===== config.mk =====
export PLATFORM = sky130hd
export DESIGN_NAME = multicycle_control
export DESIGN_NICKNAME = d
export VERILOG_FILES = /design/src/rtl/riscv_ctrl_pkg.sv /design/src/rtl/multicycle_control.sv
export SDC_FILE = /design/constraint.sdc
export NUM_CORES = 1
export LEC_CHECK = 0
export CAP_MARGIN = 20
export CORE_MARGIN = 10
export CORE_UTILIZATION = 35
export DETAILED_ROUTE_END_ITERATION = 8
export HOLD_SLACK_MARGIN = 0.08
export SLEW_MARGIN = 15
export SYNTH_ARGS = -nofsm -noshare
export SYNTH_HDL_FRONTEND = slang
export SYNTH_SLANG_ARGS = --single-unit

===== constraint.sdc =====
create_clock -name clk -period 2.6 [get_ports clk]
set_clock_uncertainty 0.2 [all_clocks]
set_input_delay 0.26 -clock clk [delete_from_list [all_inputs] [get_ports clk]]
set_output_delay 0.26 -clock clk [all_outputs]
set_load 0.005 [all_outputs]

===== src/rtl/riscv_ctrl_pkg.sv =====
// Shared definitions for the multi-cycle RISC-V control path: FSM state
// encoding, the opcodes the control FSM recognises, the ALUOp classes
// understood by the ALU control decoder, and the ALU operand selects.
package riscv_ctrl_pkg;

    typedef enum logic [3:0] {
        S_FETCH  = 4'd0,
        S_DECODE = 4'd1,
        S_EXEC_R = 4'd2,
        S_EXEC_I = 4'd3,
        S_ALU_WB = 4'd4,
        S_ADDR   = 4'd5,
        S_MEM_RD = 4'd6,
        S_MEM_WB = 4'd7,
        S_MEM_WR = 4'd8,
        S_BRANCH = 4'd9,
        S_TRAP   = 4'd10
    } state_t;

    // Opcodes (instruction bits [6:0])
    localparam logic [6:0] OP_RTYPE  = 7'b0110011;
    localparam logic [6:0] OP_IMM    = 7'b0010011;
    localparam logic [6:0] OP_LOAD   = 7'b0000011;
    localparam logic [6:0] OP_STORE  = 7'b0100011;
    localparam logic [6:0] OP_BRANCH = 7'b1100011;

    // ALUOp classes shared with the ALU control decoder
    localparam logic [2:0] ALUOP_ADD   = 3'b000;
    localparam logic [2:0] ALUOP_SUB   = 3'b001;
    localparam logic [2:0] ALUOP_RTYPE = 3'b010;
    localparam logic [2:0] ALUOP_ORI   = 3'b011;

    // ALU operand selects
    localparam logic [1:0] SRC_A_PC    = 2'b00;
    localparam logic [1:0] SRC_A_OLDPC = 2'b01;
    localparam logic [1:0] SRC_A_RS1   = 2'b10;
    localparam logic [1:0] SRC_B_RS2   = 2'b00;
    localparam logic [1:0] SRC_B_FOUR  = 2'b01;
    localparam logic [1:0] SRC_B_IMM   = 2'b10;

    // Dispatch target after DECODE; anything unrecognised traps.
    function automatic state_t dispatch(input logic [6:0] op);
        state_t s;
        case (op)
            OP_RTYPE:           s = S_EXEC_R;
            OP_IMM:             s = S_EXEC_I;
            OP_LOAD, OP_STORE:  s = S_ADDR;
            OP_BRANCH:          s = S_BRANCH;
            default:            s = S_TRAP;
        endcase
        return s;
    endfunction

endpackage


===== src/rtl/multicycle_control.sv =====
// Main control FSM for the multi-cycle RISC-V datapath. Sequences fetch,
// decode, execute, memory and write-back, and drives every datapath enable
// and select. Outputs are decoded from the current state, with pc_write /
// ir_write gated by mem_ready in FETCH and pc_write gated by alu_zero in
// BRANCH.
module multicycle_control
    import riscv_ctrl_pkg::*;
#(
    parameter int CNT_W = 32
) (
    input  logic             clk,
    input  logic             reset,
    input  logic [6:0]       opcode,
    input  logic             alu_zero,
    input  logic             mem_ready,
    output logic             pc_write,
    output logic             pc_source,
    output logic             ir_write,
    output logic             i_or_d,
    output logic             mem_read,
    output logic             mem_write,
    output logic             reg_write,
    output logic             mem_to_reg,
    output logic [1:0]       alu_src_a,
    output logic [1:0]       alu_src_b,
    output logic [2:0]       alu_op,
    output logic             illegal,
    output logic [3:0]       state,
    output logic [CNT_W-1:0] retired
);

    state_t           state_reg;
    state_t           state_next;
    state_t           out_state;
    logic [CNT_W-1:0] retired_reg;
    logic             retire;

    // While reset is held the outputs present a quiescent FETCH so that no
    // in-flight memory access or register write survives into the reset cycle.
    assign out_state = reset ? S_FETCH : state_reg;
    assign state     = out_state;
    assign retired   = retired_reg;

    // Final cycle of every instruction bumps the retired counter.
    always_comb begin
        retire = 1'b0;
        case (state_reg)
            S_ALU_WB, S_MEM_WB, S_BRANCH: retire = 1'b1;
            S_MEM_WR:                     retire = mem_ready;
            default:                      retire = 1'b0;
        endcase
    end

    // Next-state logic.
    always_comb begin
        state_next = state_reg;
        case (state_reg)
            S_FETCH:  state_next = mem_ready ? S_DECODE : S_FETCH;
            S_DECODE: state_next = dispatch(opcode);
            S_EXEC_R: state_next = S_ALU_WB;
            S_EXEC_I: state_next = S_ALU_WB;
            S_ALU_WB: state_next = S_FETCH;
            S_ADDR:   state_next = (opcode == OP_LOAD) ? S_MEM_RD : S_MEM_WR;
            S_MEM_RD: state_next = mem_ready ? S_MEM_WB : S_MEM_RD;
            S_MEM_WB: state_next = S_FETCH;
            S_MEM_WR: state_next = mem_ready ? S_FETCH : S_MEM_WR;
            S_BRANCH: state_next = S_FETCH;
            S_TRAP:   state_next = S_TRAP;
            default:  state_next = S_TRAP;
        endcase
    end

    // State register and retired-instruction counter.
    always_ff @(posedge clk) begin
        if (reset) begin
            state_reg   <= S_FETCH;
            retired_reg <= '0;
        end else begin
            state_reg <= state_next;
            if (retire) begin
                retired_reg <= retired_reg + CNT_W'(1);
            end
        end
    end

    // Output decode from the presented state.
    always_comb begin
        pc_write   = 1'b0;
        pc_source  = 1'b0;
        ir_write   = 1'b0;
        i_or_d     = 1'b0;
        mem_read   = 1'b0;
        mem_write  = 1'b0;
        reg_write  = 1'b0;
        mem_to_reg = 1'b0;
        alu_src_a  = SRC_A_PC;
        alu_src_b  = SRC_B_RS2;
        alu_op     = ALUOP_ADD;
        illegal    = 1'b0;
        case (out_state)
            S_FETCH: begin
                mem_read  = 1'b1;
                alu_src_b = SRC_B_FOUR;
                pc_write  = mem_ready & ~reset;
                ir_write  = mem_ready & ~reset;
            end
            S_DECODE: begin
                alu_src_a = SRC_A_OLDPC;
                alu_src_b = SRC_B_IMM;
            end
            S_EXEC_R: begin
                alu_src_a = SRC_A_RS1;
                alu_op    = ALUOP_RTYPE;
            end
            S_EXEC_I: begin
                alu_src_a = SRC_A_RS1;
                alu_src_b = SRC_B_IMM;
                alu_op    = ALUOP_ORI;
            end
            S_ALU_WB: begin
                reg_write = 1'b1;
            end
            S_ADDR: begin
                alu_src_a = SRC_A_RS1;
                alu_src_b = SRC_B_IMM;
            end
            S_MEM_RD: begin
                mem_read = 1'b1;
                i_or_d   = 1'b1;
            end
            S_MEM_WB: begin
                reg_write  = 1'b1;
                mem_to_reg = 1'b1;
            end
            S_MEM_WR: begin
                mem_write = 1'b1;
                i_or_d    = 1'b1;
            end
            S_BRANCH: begin
                alu_src_a = SRC_A_RS1;
                alu_op    = ALUOP_SUB;
                pc_source = 1'b1;
                pc_write  = ~alu_zero;
            end
            S_TRAP: begin
                illegal = 1'b1;
            end
            default: begin
                illegal = 1'b1;
            end
        endcase
    end

endmodule


==> flow_metrics.py <==
metrics = {
    "synthesis": {
        "synth_top_cell_by_area": "dfxtp_1",
        "yosys_register_bits": 36,
        "yosysTopAreaCellShare": 0.327,
        "synthCells": 274,
        "synth_seq_area_share": 0.327,
        "synth_warnings": 0,
        "synth-edff-count": 0,
        "synthesis.nets": 286,
        "synthArstFlopShare": 0,
        "netlist-cell-type-count": 46,
        "synth.area.top_cells": "dfxtp_1 33%, a21oi_1 5.7%, o31ai_1 4.4%, or4_1 4.4%, nor2_1 3.9%",
        "synth_area_um2": 2210,
        "syn_avg_cell_area_um2": 8.05,
        "synthFlopType": "dfxtp_1",
    },
    "finish": {
        "final_cell_mix": "60 x clkdlybuf4s50_1, 35 x dfxtp_1, 25 x a21oi_1",
        "drive_above_1_share": 0.0856,
        "final_core_util": 0.486,
        "final_common_cell": "clkdlybuf4s50_1",
        "diodes": 0,
        "area_growth_syn_to_layout_pct": 32.7,
        "final_nets": 338,
        "largest_reg_flops": 32,
    },
    "worst_setup_path": {
        "crit_arrival_ns": 1.96,
        "crit_type": "register to output pin",
        "end_kind": "output pin",
        "crit_path_max_fanout": 14,
        "start_kind": "register",
        "r2r_start": "state_reg[1]",
        "required_ns": 2.14,
        "crit_start": "state_reg[1]",
    },
    "detailed_routing": {
        "drt-pass1-iter-count": 4,
        "vias": 2245,
        "wirelength_um": 6270,
        "ant_nets": 0,
        "wl_per_cell_um": 15.6,
        "drt_first_iter_violations": 124,
        "avgViaCountPerCell": 5.58,
        "drcViolationCount": 0,
    },
    "floorplanning": {
        "core-area_um2": 6030,
        "die_w_um": 99.4,
        "num_rows": 28,
        "die_y_um": 99.4,
        "die_area_um2": 9880,
        "start_util": 0.366,
        "io_pins": 63,
    },
    "clock_network": {
        "clkTransAtPathRegs_ns": 0.07,
        "htree_levels": 2,
        "clock-sinks": 36,
        "cts_setup_buffers": 0,
        "clk_latency_ns": 0.28,
        "cts_made_buffers": 5,
        "cts_tree": "built",
        "hold_buffers": 0,
        "cts.path.max_buffers": 2,
        "cts-root-buf": "clkbuf_8",
    },
    "sta": {
        "fin_tns_setup_ns": 0,
        "fin_crit_ns": 2.42,
        "rsz0062_at_grt": "no",
        "fmax_mhz": 413,
        "slew_violations": 0,
        "finalCritPeriodShare": 0.932,
        "setup_viol": 0,
        "setup_slack_ns": 0.177,
        "finalHoldViolCount": 0,
        "whs_ns": 0.252,
    },
    "power_and_ir_drop": {
        "ir_worst_vdd_uv": 173,
        "powerDensity_nw_per_um2": 393,
        "cellLeakagePower_nw": 0.921,
        "power_w": 0.00115,
    },
    "min_path": {
        "hold_path_class": "input pin to register",
        "min_from": "reset",
    },
    "global_routing": {
        "track_usage": 0.121,
        "antenna_found_initial": 0,
        "grt_pass1_wl_um": 10200,
        "grt_pass1_vias": 2081,
        "grt_max_degree": 56,
        "grt-ovfl-total": 0,
    },
    "placement": {
        "place_ws_ns": 0.251,
        "gp_congestion": 0.795,
        "portBuffers": 61,
        "dp_hpwl_um": 4590,
    },
    "job": {
        "drv_cap": 0,
    },
    "status": {
        "status": "complete, no violations",
    },
}
==> Yosys cell counts, types with 6 or more instances <==
cell       n
inv_1      6
nor3_1     7
a21oi_1   25
mux2_2     6
or4_1     13
o31ai_1   13
buf_2      6
dfxtp_1   36
nor4_1     8
nand2_1   15
o21ai_0    8
nor2b_1   10
and4_1     6
clkbuf_1  10
nand4_1   12
nand3_1   11
or3_1      8
nor2_1    23
==> worst paths after layout <==
path | endpoint | slack, ns | cells after the start
worst max-delay path | pc_write | 0.18 | 4
worst min-delay path | retired[25] | 0.25 | 3
worst max register to register | retired[27] | 0.41 | 5
worst min register to register | retired[23] | 0.30 | 2
==> final cells by class <==
type	count	area, um2
fillers	623	3100
repair buffers	68	671
well taps	75	93.8
flip-flops and latches	36	722
inverters	7	26.3
multi-input cells	208	1320
clock buffers	8	90.1
==> routing by layer <==
| layer | vias up | track usage | wire, um |
|---|---|---|---|
| met1 | 1044 | 0.147 | 2860 |
| met5 | - | 0 | 0 |
| met3 | 4 | 0.0609 | 606 |
| met4 | 0 | 0.0265 | 40 |
| met2 | 65 | 0.186 | 2770 |
| li1 | 1132 | - | - |
==> repair_timing <==
| action | CTS | global route |
|---|---|---|
| endpoints found under the hold margin | 0 | 0 |
| gates resized for setup | 0 | 1 |
| setup endpoints to repair | 0 | 2 |
==> metrics by stage <==
step           area, um2  std cells
3_5_place_dp        2840        394
6_report            2930        402
2_1_floorplan       2210        274
4_1_cts             2930        402
5_1_grt             2930        402
3_3_place_gp        2840        394
==> kinds of logic after synthesis <==
logic type	count (synthesis)	synth area share
muxes	8	0.0403
adders and majority gates	1	0.00567
AOI/OAI and AO/OA	60	0.175
buffers and inverters	30	0.0732
other	1	0.00170
DFF	36	0.327
xor gates and xnor gates	4	0.0159
and+or+nand+nor	134	0.362
==> power by group <==
group,total [W],switching [W],internal (W)
Clock,0.000410,0.000194,0.000216
Combinational,0.000165,0.0000850,0.0000802
Sequential,0.000576,0.0000178,0.000558
Total,0.00115,0.000297,0.000854
==> critical path: stages (launching register included) <==
cell and delay, ns:
dfxtp_1 0.45, nor2_1 0.32, and4b_1 0.30, a21o_1 0.10, clkdlybuf4s50_1 0.51
Note: power is estimated with default switching activity, not from simulation.
